==> config.mk <==
export PLATFORM = sky130hd
export DESIGN_NAME = uart_rx_engine_flat
export DESIGN_NICKNAME = d
export VERILOG_FILES = /design/src/rtl/uart_pkg.sv /design/src/rtl/uart_rx_engine_if.sv /design/src/rtl/uart_rx_fifo.sv /design/src/rtl/uart_rx_engine.sv /design/src/flat_wrapper.sv
export SDC_FILE = /design/constraint.sdc
export NUM_CORES = 1
export LEC_CHECK = 0
export CAP_MARGIN = 20
export CORE_MARGIN = 1.5
export CORE_UTILIZATION = 57
export DETAILED_ROUTE_END_ITERATION = 10
export PLACE_DENSITY = 0.8
export SLEW_MARGIN = 20
export SYNTH_ARGS = -nofsm -noshare
export SYNTH_HDL_FRONTEND = slang
export SYNTH_SLANG_ARGS = --single-unit
export TNS_END_PERCENT = 1
==> constraint.sdc <==
create_clock -name clk -period 3.38 [get_ports clk]
set_input_delay 0.676 -clock clk [delete_from_list [all_inputs] [get_ports clk]]
set_output_delay 0.676 -clock clk [all_outputs]
set_load 0.01 [all_outputs]
==> src/rtl/uart_pkg.sv <==
// Shared types and constants for the UART receive engine: FSM states,
// receive-entry layout and the parity helper.
package uart_pkg;

  typedef enum logic [1:0] {
    IDLE,
    START,
    DATA,
    STOP
  } rx_state_e;

  localparam int ENTRY_W  = 10;
  localparam int DATA_LSB = 0;
  localparam int PERR_BIT = 8;
  localparam int FERR_BIT = 9;

  // Expected parity bit over 7 or 8 data bits (bit 7 ignored in 7-bit mode).
  function automatic logic parity_calc(input logic [7:0] d, input logic eight, input logic even);
    logic [7:0] m;
    m = eight ? d : {1'b0, d[6:0]};
    return even ? ^m : ~^m;
  endfunction

endpackage

==> src/rtl/uart_rx_engine_if.sv <==
// Bus-side register interface of the UART receive engine: head-of-FIFO
// character, its error flags, occupancy and the pop strobe.
interface uart_rx_engine_if #(
  parameter int DEPTH = 16
);
  localparam int CW = $clog2(DEPTH + 1);

  logic          reads;
  logic          rx_rdy;
  logic [7:0]    data;
  logic          parity_err;
  logic          frame_err;
  logic          overflow;
  logic [CW-1:0] count;

  modport master (input reads, output rx_rdy, data, parity_err, frame_err, overflow, count);
  modport slave  (output reads, input rx_rdy, data, parity_err, frame_err, overflow, count);
endinterface

==> src/rtl/uart_rx_fifo.sv <==
// Synchronous first-word-fall-through FIFO with a registered head; a pop and
// a push may share a cycle even when full.
module uart_rx_fifo #(
  parameter int W     = 10,
  parameter int DEPTH = 16
) (
  input  logic                       clk,
  input  logic                       rst,
  input  logic                       push,
  input  logic [W-1:0]               din,
  input  logic                       pop,
  output logic [W-1:0]               head,
  output logic                       full,
  output logic                       empty,
  output logic [$clog2(DEPTH+1)-1:0] count
);
  localparam int AW = $clog2(DEPTH);
  localparam int CW = $clog2(DEPTH + 1);

  logic [W-1:0]  mem [DEPTH];
  logic [AW-1:0] wr_ptr, rd_ptr, rd_next;
  logic [CW-1:0] count_d;
  logic [W-1:0]  head_d;
  logic          push_ok, pop_ok;

  assign full    = (count == CW'(DEPTH));
  assign empty   = (count == '0);
  assign pop_ok  = pop && !empty;
  assign push_ok = push && (!full || pop_ok);

  // The head register must already hold whatever becomes the front entry.
  always_comb begin
    count_d = count + CW'(push_ok) - CW'(pop_ok);
    rd_next = rd_ptr + AW'(pop_ok);
    head_d  = mem[rd_next];
    if (count_d == '0)
      head_d = '0;
    else if (push_ok && (count == CW'(pop_ok)))
      head_d = din;
  end

  // NOTE: storage array has no reset; validity is tracked by count and pointers.
  always_ff @(posedge clk) begin
    if (push_ok) mem[wr_ptr] <= din;
  end

  always_ff @(posedge clk) begin
    if (rst) begin
      wr_ptr <= '0;
      rd_ptr <= '0;
      count  <= '0;
      head   <= '0;
    end else begin
      if (push_ok) wr_ptr <= wr_ptr + AW'(1);
      rd_ptr <= rd_next;
      count  <= count_d;
      head   <= head_d;
    end
  end

endmodule

==> src/rtl/uart_rx_engine.sv <==
// UART receive engine: rx synchroniser, mid-bit start validation, 7/8-bit
// framing with optional parity, and per-character error tagging.
// Build option: UART_RX_FIFO_EN selects the DEPTH-entry FIFO; otherwise a single holding register.
module uart_rx_engine
  import uart_pkg::*;
#(
  parameter int KW          = 19,
  parameter int DEPTH       = 16,
  parameter int SYNC_STAGES = 2
) (
  input  logic          clk,
  input  logic          rst,
  input  logic          rx,
  input  logic [KW-1:0] k,
  input  logic          eight,
  input  logic          p_en,
  input  logic          even,
  uart_rx_engine_if.master bus
);
  localparam int CW = $clog2(DEPTH + 1);

  logic [SYNC_STAGES-1:0] sync_q;
  logic                   rxs, rxs_d;

  assign rxs = sync_q[SYNC_STAGES-1];

  // NOTE: sequential state uses non-blocking assignments so every flop samples pre-edge values.
  always_ff @(posedge clk) begin
    if (rst) begin
      sync_q <= '1;
      rxs_d  <= 1'b1;
    end else begin
      sync_q <= {sync_q[SYNC_STAGES-2:0], rx};
      rxs_d  <= rxs;
    end
  end

  rx_state_e     state_q, state_d;
  logic [KW-1:0] k_l, cnt;
  logic          eight_l, p_en_l, even_l;
  logic [3:0]    bit_idx, n_bits;
  logic [8:0]    sh;
  logic          load, cnt_clr, shift_en, push;
  logic          half_hit, bit_hit, last_bit;

  assign half_hit = (cnt == (k_l >> 1) - KW'(1));
  assign bit_hit  = (cnt == k_l - KW'(1));
  assign n_bits   = 4'd7 + {3'b0, eight_l} + {3'b0, p_en_l};
  assign last_bit = (bit_idx == n_bits - 4'd1);

  always_ff @(posedge clk) begin
    if (rst) state_q <= IDLE;
    else     state_q <= state_d;
  end

  always_comb begin
    // NOTE: every output gets a default first, so no path infers a latch.
    state_d  = state_q;
    load     = 1'b0;
    cnt_clr  = 1'b0;
    shift_en = 1'b0;
    push     = 1'b0;
    unique case (state_q)
      IDLE:  if (rxs_d && !rxs && (k >= KW'(4))) begin
               load    = 1'b1;
               state_d = START;
             end
      START: if (half_hit) begin
               cnt_clr = 1'b1;
               state_d = rxs ? IDLE : DATA;
             end
      DATA:  if (bit_hit) begin
               cnt_clr  = 1'b1;
               shift_en = 1'b1;
               if (last_bit) state_d = STOP;
             end
      STOP:  if (bit_hit) begin
               cnt_clr = 1'b1;
               push    = 1'b1;
               state_d = IDLE;
             end
      default: state_d = IDLE;
    endcase
  end

  // Frame settings are frozen at the start edge so mid-frame changes are ignored.
  always_ff @(posedge clk) begin
    if (rst) begin
      k_l     <= '0;
      eight_l <= 1'b0;
      p_en_l  <= 1'b0;
      even_l  <= 1'b0;
      cnt     <= '0;
      bit_idx <= '0;
      sh      <= '0;
    end else if (load) begin
      k_l     <= k;
      eight_l <= eight;
      p_en_l  <= p_en;
      even_l  <= even;
      cnt     <= '0;
      bit_idx <= '0;
      sh      <= '0;
    end else begin
      cnt <= cnt_clr ? '0 : cnt + KW'(1);
      if (shift_en) begin
        sh[bit_idx] <= rxs;
        bit_idx     <= bit_idx + 4'd1;
      end
    end
  end

  logic [7:0]         rx_data;
  logic               pbit, perr, ferr;
  logic [ENTRY_W-1:0] entry;

  assign rx_data = eight_l ? sh[7:0] : {1'b0, sh[6:0]};
  assign pbit    = eight_l ? sh[8] : sh[7];
  assign perr    = p_en_l & (pbit != parity_calc(rx_data, eight_l, even_l));
  assign ferr    = ~rxs;

  always_comb begin
    entry                   = '0;
    entry[DATA_LSB +: 8]    = rx_data;
    entry[PERR_BIT]         = perr;
    entry[FERR_BIT]         = ferr;
  end

  logic [ENTRY_W-1:0] head;
  logic [CW-1:0]      occ;
  logic               rdy, full, pop_ok, drop, overflow_q;

`ifdef UART_RX_FIFO_EN
  logic empty;

  uart_rx_fifo #(
    .W     (ENTRY_W),
    .DEPTH (DEPTH)
  ) u_fifo (
    .clk   (clk),
    .rst   (rst),
    .push  (push),
    .din   (entry),
    .pop   (bus.reads),
    .head  (head),
    .full  (full),
    .empty (empty),
    .count (occ)
  );

  assign rdy = ~empty;
`else
  logic               hold_v;
  logic [ENTRY_W-1:0] hold_q;

  always_ff @(posedge clk) begin
    if (rst) begin
      hold_v <= 1'b0;
      hold_q <= '0;
    end else if (push && (!hold_v || bus.reads)) begin
      hold_v <= 1'b1;
      hold_q <= entry;
    end else if (bus.reads && hold_v) begin
      hold_v <= 1'b0;
      hold_q <= '0;
    end
  end

  assign head = hold_q;
  assign rdy  = hold_v;
  assign full = hold_v;
  assign occ  = CW'(hold_v);
`endif

  // A push into a full buffer survives only if the head is popped in the same cycle.
  assign pop_ok = bus.reads & rdy;
  assign drop   = push & full & ~bus.reads;

  always_ff @(posedge clk) begin
    if (rst)         overflow_q <= 1'b0;
    else if (pop_ok) overflow_q <= 1'b0;
    else if (drop)   overflow_q <= 1'b1;
  end

  assign bus.rx_rdy     = rdy;
  assign bus.data       = head[DATA_LSB +: 8];
  assign bus.parity_err = head[PERR_BIT];
  assign bus.frame_err  = head[FERR_BIT];
  assign bus.overflow   = overflow_q;
  assign bus.count      = occ;

endmodule

==> src/flat_wrapper.sv <==
// flat-port wrapper written by rule: the top's interface ports become plain ports
module uart_rx_engine_flat import uart_pkg::*;
#(
  parameter int KW          = 19,
  parameter int DEPTH       = 16,
  parameter int SYNC_STAGES = 2
)
  (clk, rst, rx, k, eight, p_en, even, bus_reads, bus_rx_rdy, bus_data, bus_parity_err, bus_frame_err, bus_overflow, bus_count);
  uart_rx_engine_if #(.DEPTH(DEPTH)) bus_i ();
  input  logic clk;
  input  logic rst;
  input  logic rx;
  input  logic [KW-1:0] k;
  input  logic eight;
  input  logic p_en;
  input  logic even;
  input wire logic [$bits(bus_i.reads)-1:0] bus_reads;
  output wire logic [$bits(bus_i.rx_rdy)-1:0] bus_rx_rdy;
  output wire logic [$bits(bus_i.data)-1:0] bus_data;
  output wire logic [$bits(bus_i.parity_err)-1:0] bus_parity_err;
  output wire logic [$bits(bus_i.frame_err)-1:0] bus_frame_err;
  output wire logic [$bits(bus_i.overflow)-1:0] bus_overflow;
  output wire logic [$bits(bus_i.count)-1:0] bus_count;
  assign bus_i.reads = bus_reads;
  assign bus_rx_rdy = bus_i.rx_rdy;
  assign bus_data = bus_i.data;
  assign bus_parity_err = bus_i.parity_err;
  assign bus_frame_err = bus_i.frame_err;
  assign bus_overflow = bus_i.overflow;
  assign bus_count = bus_i.count;
  uart_rx_engine #(.KW(KW), .DEPTH(DEPTH), .SYNC_STAGES(SYNC_STAGES)) u_core (.clk(clk), .rst(rst), .rx(rx), .k(k), .eight(eight), .p_en(p_en), .even(even), .bus(bus_i));
endmodule
==> summary.md <==
| Metric | Value |
|---|---|
| Slew margin rel. | 41.90% |
| Port bufs | 38 |
| Most frequent cells after synthesis | dfxtp_1 (71), nor2_1 (49), xnor2_1 (45) |
| Final Hold Violating Endpoints | 0 |
| Library cells used by synthesis | 57 |
| CTS Buf Count | 9 |
| Synth top area share | 31.85% |
| Row count | 32 |
| Most numerous cell in the Yosys netlist | dfxtp_1 |
| First-pass GRT wire length | 17820 um |
| Layout cells sized above 1 | 8.288% |
| Crit path DAT | 3.44 ns |
| # resized after CTS | 0 |
| Post-synthesis sequential area ratio | 31.85% |
| Pwr Total | 1.888 mW |
| Fmax | 319.9 MHz |
| H-Tree Depth | 3 |
| Setup Buffers After CTS | 0 |
| Largest net degree at the start of global routing | 22 |
| Final Skew | 0.009551 ns |
| RSZ-0062 raised after global routing | no |
| CTS tree | built |
| Synthesized area | 4463 um2 |
| Synth area leader | dfxtp_1 |
| Gr ovfl total | 0 |
| Total wire length | 10730 um |
| # fillers | 635 |
| CTS root buf | clkbuf_8 |
| DR WL/cell | 16.34 um |
| Setup TNS | 0 ns |
| Area Growth Syn to Fin | 13.82% |
| Fin util | 66.43% |
| Gr usage total | 26.80% |
| Die footprint | 8370 um2 |
| Sw Share | 28.94% |
| Die Wd | 91.49 um |
| Worst EP required | 3.69 ns |
| Die height | 91.49 um |
| CP cell instances | inv_1, ha_1, nor2b_1, nand4_1, nor3_1, o2111ai_1, a2111oi_4, buf_4, and4_1, a32o_1 |
| Detail Route Antenna Nets | 0 |
| Final #Nets | 584 |
| Number of synthesized register bits | 71 |
| Clk_lat worst skew | 0.37 ns |
| Max-slew violation count | 0 |
| TritonRoute pass-1 iters | 7 |
| Syn_area_per_cell | 8.485 um2 |
| Post-synth ARST share | 0% |
| Crit start category | flop |
| Vias per Instance | 5.874 |
| Cts hold-fix bufs | 0 |
| GPL Wtd Cong | 0.8641 |
| Clk pwr share | 37.5% |
| Maximum Capacitance Violations | 0 |
| Setup violations, final | 0 |
| Power density over the cells | 371.6 nW/um2 |
| Crit share post-route | 92.49% |
| Leak | 2.137 nW |
| DRC | 0 |
| Slowest stage delay, CP | 0.50 ns |
| Slowest CP cell | nor2b_1 |
| Final min period | 3.126 ns |
| Post-Syn Instances | 526 |
| Max Root-Sink Buffers | 2 |
| YS warnings | 0 |
| N_diodes | 0 |
| Status | complete, no violations |
| Worst-path fanout max | 21 |
| Internal power | 1.341 mW |
| Starting Density | 58.36% |
| Worst Hold Class | reg2reg |
| Drt first-iter violations | 272 |
| DPL Wire Length | 7896 um |
| Gate power share | 16.1% |
| Routed vias | 3859 |
| Worst slew pin tran | 0.8715 ns |
| Flop pwr share | 46.4% |
| Largest cells by area after synthesis | dfxtp_1 (32%), xnor2_1 (8.8%), mux2i_1 (7.8%) |
| Post-synth EDFFs | 0 |
| Clock sinks | 71 |
| WS Path Type | reg2reg |
| Vias in the first global route | 3772 |
| Boundary pin count | 43 |
| Core area | 7647 um2 |
| Predominant post-synthesis flop cell | dfxtp_1 |
| Initial antenna violation count | 0 |
| Psw | 0.5463 mW |
| CP Capture Type | flop |
| Clock edge transition at the registers on the reported setup and hold paths | 0.09 ns |
| Worst vdd ir | 222.8 uV |
[critical path, delay by kind of cell (launching register included)]
family | cells | cell delay [ns]
AO/OA/AOI/OAI | 3 | 0.70
adder cells (fa/ha/maj) | 1 | 0.16
buffers and inverters | 2 | 0.40
flip-flops | 1 | 0.38
AND/OR/NAND/NOR | 4 | 1.40
[final timing paths]
| check | endpoint | from | depth (start not counted) | slack, ns |
|---|---|---|---|---|
| min reg2reg | u_core.sync_q[1] | u_core.sync_q[0] | 1 | 0.42 |
| max reg2reg | u_core.head[0] | u_core.k_l[1] | 10 | 0.25 |
| max | u_core.head[0] | u_core.k_l[1] | 10 | 0.25 |
| min | u_core.sync_q[1] | u_core.sync_q[0] | 1 | 0.42 |
[cell usage in the layout, fill, tap and decap left out, drive strengths merged, types with 12 or more instances in the layout]
cell type	synthesis	layout
dfxtp	71	71
nand4	12	12
nor3	33	33
xnor2	45	45
nand3	24	24
nand2	35	35
clkdlybuf4s50	0	38
nor2	49	49
xor2	27	27
mux2i	35	35
buf	22	17
inv	9	12
and3	12	12
[layout make-up]
class / instances / area [um2] / area share (%)
multi-input combinational: 404 / 2785 / 54.83
sequential: 71 / 1421 / 27.98
timing repair buffer: 55 / 508.0 / 10.00
tap: 102 / 127.6 / 2.512
clock buffer: 9 / 123.9 / 2.438
clock inverter: 7 / 80.08 / 1.576
inverter: 9 / 33.78 / 0.6650
[kinds of logic after synthesis]
kind of cell	Yosys count	share of synthesized area (%)
and+or+nand+nor	222	26.52
buffers and inverters	54	6.112
muxes	35	7.850
other	1	0.08402
AOI/OAI and AO/OA	63	11.21
xor gates and xnor gates	72	14.13
adders and majority gates	8	2.243
DFF	71	31.85
[per-layer routing]
layer	global-route usage [%]	routed length [um]	vias to the layer above	share of wire, %
met5	0	0	-	0
met3	4.020	465	26	4.3
met4	13.28	316	0	2.9
met1	32.32	4538	1841	42
met2	46.14	5414	95	50
li1	-	-	1897	-
[power groups by stage]
stage	combinational (mW)	clock (mW)	sequential, mW
after floorplan	0.230	0	0.879
after global placement	0.289	0	0.894
after detailed placement	0.298	0	0.895
after CTS	0.299	0.718	0.875
after global routing	0.328	0.755	0.878
final	0.303	0.708	0.876
[registers in the layout (all words and copies together) (netlist names), named ones only]
register             count
u_core.cnt              19
u_core.eight_l           1
u_core.p_en_l            1
u_core.k_l              19
u_core.bit_idx           4
u_core.bus.rx_rdy        1
u_core.rxs_d             1
u_core.bus.overflow      1
u_core.even_l            1
u_core.sh                9
u_core.state_q           1
u_core.sync_q            2
u_core.head             10
[metrics by stage]
step | cell area, um2 | setup WS (ns) | hold WS [ns] | instances
5_1_grt | 5080 | 0.1141 | 0.4434 | 657
3_3_place_gp | 4876 | 0.2210 | 0.3962 | 641
2_1_floorplan | 4474 | 0.6298 | 0.3895 | 529
6_report | 5080 | 0.2540 | 0.4171 | 657
3_5_place_dp | 4876 | 0.1529 | 0.4028 | 641
4_1_cts | 5080 | 0.3265 | 0.4192 | 657
Power figures use the tool's default switching activity.
